==> config.mk <==
export PLATFORM = sky130hd
export DESIGN_NAME = mmio_uart_tx_flat
export DESIGN_NICKNAME = d
export VERILOG_FILES = /design/src/rtl/mmio_uart_tx_if.sv /design/src/rtl/mmio_uart_tx.sv /design/src/flat_wrapper.sv
export SDC_FILE = /design/constraint.sdc
export NUM_CORES = 1
export LEC_CHECK = 0
export ABC_AREA = 1
export BUFFER_PORTS_ARGS = -buffer_cell sky130_fd_sc_hd__buf_4
export CAP_MARGIN = 20
export CORE_UTILIZATION = 50
export CTS_BUF_LIST = sky130_fd_sc_hd__clkbuf_2
export CTS_CLUSTER_SIZE = 25
export DETAILED_ROUTE_END_ITERATION = 10
export PLACE_DENSITY = 0.82
export SLEW_MARGIN = 30
export SYNTH_ARGS = -nofsm -noshare
export SYNTH_HDL_FRONTEND = slang
export SYNTH_SLANG_ARGS = --single-unit
==> constraint.sdc <==
create_clock -name clk -period 2.8 [get_ports clk]
set_input_delay 0 -clock clk [delete_from_list [all_inputs] [get_ports clk]]
set_output_delay 0 -clock clk [all_outputs]
set_load 0.01 [all_outputs]
==> src/rtl/mmio_uart_tx_if.sv <==
// mmio_uart_tx_if: CPU data-bus signals shared between the CPU (master) and a memory-mapped responder (slave).
interface mmio_uart_tx_if;
  logic        ce;
  logic        we;
  logic [31:0] addr;
  logic [31:0] data_i;
  logic [31:0] data_o;
  modport master (output ce, we, addr, data_i, input data_o);
  modport slave (input ce, we, addr, data_i, output data_o);
endinterface

==> src/rtl/mmio_uart_tx.sv <==
// mmio_uart_tx: memory-mapped 8N1 UART transmitter with a TX FIFO, status/divisor/ctrl registers and a drain interrupt.
module mmio_uart_tx #(
  parameter logic [31:0] BASE_ADDR   = 32'h1000_0000,
  parameter int          FIFO_DEPTH  = 8,
  parameter logic [15:0] DEFAULT_DIV = 16'd9
) (
  input  logic           clk,
  input  logic           rst,
  mmio_uart_tx_if.slave  bus,
  output logic           tx,
  output logic           irq
);
  localparam int AW = $clog2(FIFO_DEPTH);
  typedef enum logic [1:0] {IDLE, START, DATA, STOP} state_e;
  state_e        state_q;
  logic [7:0]    mem_q [FIFO_DEPTH];
  logic [AW-1:0] wptr_q, rptr_q;
  logic [AW:0]   count_q, count_d;
  logic [15:0]   divisor_q, div_q, cnt_q;
  logic [7:0]    shift_q;
  logic [2:0]    bit_q;
  logic          ovf_q, irq_en_q, tx_q, irq_q;
  logic          hit, wr, pop, push_req, push, empty, full, busy, tick;
  logic [1:0]    sel;
  logic          unused_bits;
  assign hit         = bus.ce && bus.addr[31:4] == BASE_ADDR[31:4];
  assign sel         = bus.addr[3:2];
  assign wr          = hit && bus.we;
  assign empty       = count_q == '0;
  assign full        = count_q == (AW+1)'(FIFO_DEPTH);
  assign busy        = state_q != IDLE;
  assign pop         = !busy && !empty;
  assign push_req    = wr && sel == 2'd0;
  assign push        = push_req && (!full || pop);
  assign tick        = cnt_q == div_q;
  assign count_d     = count_q + (AW+1)'(push) - (AW+1)'(pop);
  assign tx          = tx_q;
  assign irq         = irq_q;
  assign unused_bits = ^{bus.addr[1:0], bus.data_i[31:16]};
  always_comb
    bus.data_o = !(hit && !bus.we) ? 32'h0 :
                 sel == 2'd1 ? {24'h0, 4'(count_q), ovf_q, full, empty, busy} :
                 sel == 2'd2 ? {16'h0, divisor_q} :
                 sel == 2'd3 ? {31'h0, irq_en_q} : 32'h0;
  always_ff @(posedge clk)
    if (push) mem_q[wptr_q] <= bus.data_i[7:0];
  always_ff @(posedge clk or negedge rst)
    if (!rst) begin
      wptr_q    <= '0;
      rptr_q    <= '0;
      count_q   <= '0;
      ovf_q     <= 1'b0;
      divisor_q <= DEFAULT_DIV;
      irq_en_q  <= 1'b0;
      irq_q     <= 1'b0;
    end else begin
      if (push) wptr_q <= wptr_q + 1'b1;
      if (pop) rptr_q <= rptr_q + 1'b1;
      count_q <= count_d;
      if (push_req && !push) ovf_q <= 1'b1;
      else if (wr && sel == 2'd1 && bus.data_i[3]) ovf_q <= 1'b0;
      if (wr && sel == 2'd2) divisor_q <= bus.data_i[15:0];
      if (wr && sel == 2'd3) irq_en_q <= bus.data_i[0];
      irq_q <= irq_en_q && empty && !busy;
    end
  // tx is registered here so a reset mid-frame forces the line idle at once
  always_ff @(posedge clk or negedge rst)
    if (!rst) begin
      state_q <= IDLE;
      tx_q    <= 1'b1;
      shift_q <= '0;
      div_q   <= '0;
      cnt_q   <= '0;
      bit_q   <= '0;
    end else begin
      case (state_q)
        IDLE:
          if (pop) begin
            shift_q <= mem_q[rptr_q];
            div_q   <= divisor_q;
            cnt_q   <= '0;
            tx_q    <= 1'b0;
            state_q <= START;
          end
        START:
          if (tick) begin
            cnt_q   <= '0;
            bit_q   <= '0;
            tx_q    <= shift_q[0];
            state_q <= DATA;
          end else cnt_q <= cnt_q + 16'd1;
        DATA:
          if (tick) begin
            cnt_q <= '0;
            if (bit_q == 3'd7) begin
              tx_q    <= 1'b1;
              state_q <= STOP;
            end else begin
              bit_q   <= bit_q + 3'd1;
              shift_q <= shift_q >> 1;
              tx_q    <= shift_q[1];
            end
          end else cnt_q <= cnt_q + 16'd1;
        STOP:
          if (tick) begin
            cnt_q   <= '0;
            state_q <= IDLE;
          end else cnt_q <= cnt_q + 16'd1;
        default: state_q <= IDLE;
      endcase
    end
endmodule

==> src/flat_wrapper.sv <==
// flat-port wrapper written by rule: the top's interface ports become plain ports
module mmio_uart_tx_flat 
#(
  parameter logic [31:0] BASE_ADDR   = 32'h1000_0000,
  parameter int          FIFO_DEPTH  = 8,
  parameter logic [15:0] DEFAULT_DIV = 16'd9
)
  (clk, rst, tx, irq, bus_ce, bus_we, bus_addr, bus_data_i, bus_data_o);
  mmio_uart_tx_if bus_i ();
  input  logic clk;
  input  logic rst;
  output logic tx;
  output logic irq;
  input wire logic [$bits(bus_i.ce)-1:0] bus_ce;
  input wire logic [$bits(bus_i.we)-1:0] bus_we;
  input wire logic [$bits(bus_i.addr)-1:0] bus_addr;
  input wire logic [$bits(bus_i.data_i)-1:0] bus_data_i;
  output wire logic [$bits(bus_i.data_o)-1:0] bus_data_o;
  assign bus_i.ce = bus_ce;
  assign bus_i.we = bus_we;
  assign bus_i.addr = bus_addr;
  assign bus_i.data_i = bus_data_i;
  assign bus_data_o = bus_i.data_o;
  mmio_uart_tx #(.BASE_ADDR(BASE_ADDR), .FIFO_DEPTH(FIFO_DEPTH), .DEFAULT_DIV(DEFAULT_DIV)) u_core (.clk(clk), .rst(rst), .bus(bus_i), .tx(tx), .irq(irq));
endmodule
==> flow_summary.json <==
{
  "worstHoldStart": "bus_addr[2]",
  "status": "completed",
  "synthArstFlopShare_pct": 54.0,
  "fp.dieH_um": 120,
  "power_density_nw_per_um2": 405,
  "grt_pass1_wl_um": 27800,
  "grt_pass1_vias": 5752,
  "die_width_um": 120,
  "dr.pass1.iters": 7,
  "portBuffers": 67,
  "clk_latency_ns": 0.76,
  "avgRoutedWirePerCell_um": 15.0,
  "netlist_instances": 806,
  "yosys_most_used_dff": "dfrtp_1",
  "io_pins": 102,
  "dp_hpwl_um": 10000,
  "critPathArrivalTime_ns": 3.37,
  "synth_top_area_share_pct": 27.7,
  "syn_to_final_growth_pct": 21.9,
  "startpoint": "bus_addr[13]",
  "synth_area_leader_cell": "edfxtp_1",
  "numCtsBuffers": 17,
  "critPathKind": "in2reg",
  "worst_clock_skew_ns": 0.0324,
  "start_kind": "primary input",
  "drt-total-wl_um": 17000,
  "finalCritPeriodShare_pct": 95.1,
  "fill_cells": 1044,
  "ys_seq_area_share_pct": 54.8,
  "drc": 0,
  "cts_tree": "yes",
  "drive_above_1_share_pct": 14.1,
  "synth_most_common_cell": "nand2_1",
  "drt_first_iter_violations": 740,
  "maxCapViolations": 0,
  "core_um2": 13400,
  "clockBufferDepth": 2,
  "required_ns": 3.51,
  "grt_max_degree": 73,
  "setup_viol_count_final": 0,
  "nets": 1029,
  "fin_setup_tns_ns": 0,
  "synth_warnings": 0,
  "start_util_pct": 51.8,
  "antenna_found_initial": 1,
  "dieArea_um2": 14400,
  "syn_area_um2": 6940,
  "relSlewSlack_pct": 58.4,
  "clkTransAtPathRegs_ns": 0.22,
  "tightest_slew_ns": 0.622,
  "track_usage_pct": 25.5,
  "hold_violations": 0,
  "num_rows": 42,
  "period_needed_ns": 2.66,
  "synth_cell_types": 38,
  "synth-edff-count": 64,
  "clock-sinks": 139,
  "gp_congestion": 0.839,
  "synth.avg_cell_area_um2": 8.62,
  "ys_ff_latch": 139,
  "synth_area_leaders": "edfxtp_1, dfrtp_1, nand2_1",
  "via_count": 5997,
  "utilization_pct": 63.2,
  "final_area_um2": 8460,
  "ant_nets": 0,
  "grt-ovfl-total": 0,
  "root_buffer": "clkbuf_2",
  "rsz0062_at_grt": "no",
  "fmax_mhz": 375,
  "cts_max_level": 4,
  "slew_viol_final": 0,
  "endpoint_kind": "flip-flop",
  "via_per_inst": 5.29,
  "crit_fanout": 32,
  "reg2reg_from": "u_core.state_q[0]$_DFFE_PN0P_",
  "peakVddDrop_v": 0.000332,
  "leakage_nw": 3.87,
  "place_area_um2": 7590,
  "hold_path.class": "in2reg",
  "synth_common_cells": "nand2_1, inv_1, nand3_1"
}
[worst max-delay path, stage by stage]
cell	delay (ns)
buf_4	0.10
or2_1	0.21
nor2_1	0.10
nand2_1	0.05
nor2_1	0.21
nand2_2	0.06
dlygate4sd3_1	0.65
nor2_4	0.52
nand2_1	0.13
dlygate4sd3_1	0.60
o21ai_0	0.11
dlygate4sd3_1	0.62
[power by group]
group	switching, mW	leakage, nW	internal, mW
clock	0.842	0.129	0.267
combinational	0.0886	2.21	0.0953
sequential	0.00000324	1.52	2.14
total	0.931	3.87	2.50
[registers in the layout, indices dropped and copies added, names as in the netlist, 2 cells and up]
register,flops
u_core.mem_q,64
u_core.div_q,16
u_core.bit_q,3
u_core.wptr_q,3
u_core.count_q,4
u_core.rptr_q,3
u_core.divisor_q,16
u_core.cnt_q,16
u_core.state_q,2
u_core.shift_q,8
[stage by stage]
| stage | cells | hold slack, ns | worst slack [ns] | total power [mW] |
|---|---|---|---|---|
| after floorplan | 821 | -0.296 | 0.622 | 2.22 |
| after global placement | 1037 | 0.199 | 0.519 | 2.30 |
| after detailed placement | 1037 | 0.202 | 0.465 | 2.30 |
| after CTS | 1132 | 0.00626 | 0.370 | 3.43 |
| after global routing | 1134 | 0.164 | 0.0157 | 3.55 |
| final | 1134 | 0.171 | 0.136 | 3.43 |
[timing repair]
item,in CTS,in global routing
endpoints found under the setup margin,0,0
hold endpoints to repair,209,1
gates resized for setup,0,0
hold buffers,63,1
setup buffers,0,0
[worst paths after layout]
kind	slack, ns	to	depth (start not counted)
setup / recovery	0.14	u_core.divisor_q[8]$_DFFE_PN0P_	12
hold reg to reg	0.48	u_core.tx$_DFFE_PN1P_	2
max in group asynchronous	2.10	u_core.irq$_DFF_PN0_	4
hold / removal	0.17	u_core.ovf_q$_DFFE_PN0P_	5
setup reg to reg	0.43	u_core.count_q[2]$_DFF_PN0_	9
min in group asynchronous	0.31	u_core.divisor_q[3]$_DFFE_PN1P_	3
[cells by family (layout without fill, tap and decap cells)]
logic type	after synthesis	after routing	synth area share, %
xor+xnor	13	13	1.64
compound gates	64	64	4.97
flops	139	139	54.8
simple gates	445	445	27.2
buf+inv	127	263	8.23
other cells	1	17	0.0540
fa+ha+maj	17	17	3.17
[layout by cell type (no fill, tap or decap), drive strengths merged]
cell and n:
a21boi 2, a21oi 8, a31oi 1, buf 84, clkbuf 17, clkinv 5
clkinvlp 3, conb 16, dfrtp 72, dfstp 3, diode 1, dlygate4sd3 63
edfxtp 64, fa 1, ha 16, inv 91, nand2 252, nand3 78
nand3b 1, nand4 11, nor2 76, nor3 23, nor3b 1, nor4 1
o21ai 49, o21bai 1, o22ai 2, o31ai 1, or2 2, xnor2 1
xor2 12
[metal layers]
layer  vias to the layer above  wire length, µm  track usage [%]
met1                      2757             6730             31.4
met4                         0              616             13.5
met3                        67             1280             6.04
li1                       2860                -                -
met5                         -                0                0
met2                       313             8410             41.7
[final cells by class]
type	instances	area [µm²]	area share (%)
repair buffers	147	1280	15.1
clock buffers	17	85.1	1.01
well taps	176	220	2.60
flip-flops and latches	139	3800	44.9
diodes	1	2.50	0.0296
inverters	84	315	3.73
multi-input cells	555	2630	31.0
clock inverters	15	130	1.54
(Power assumes the default switching activity.)
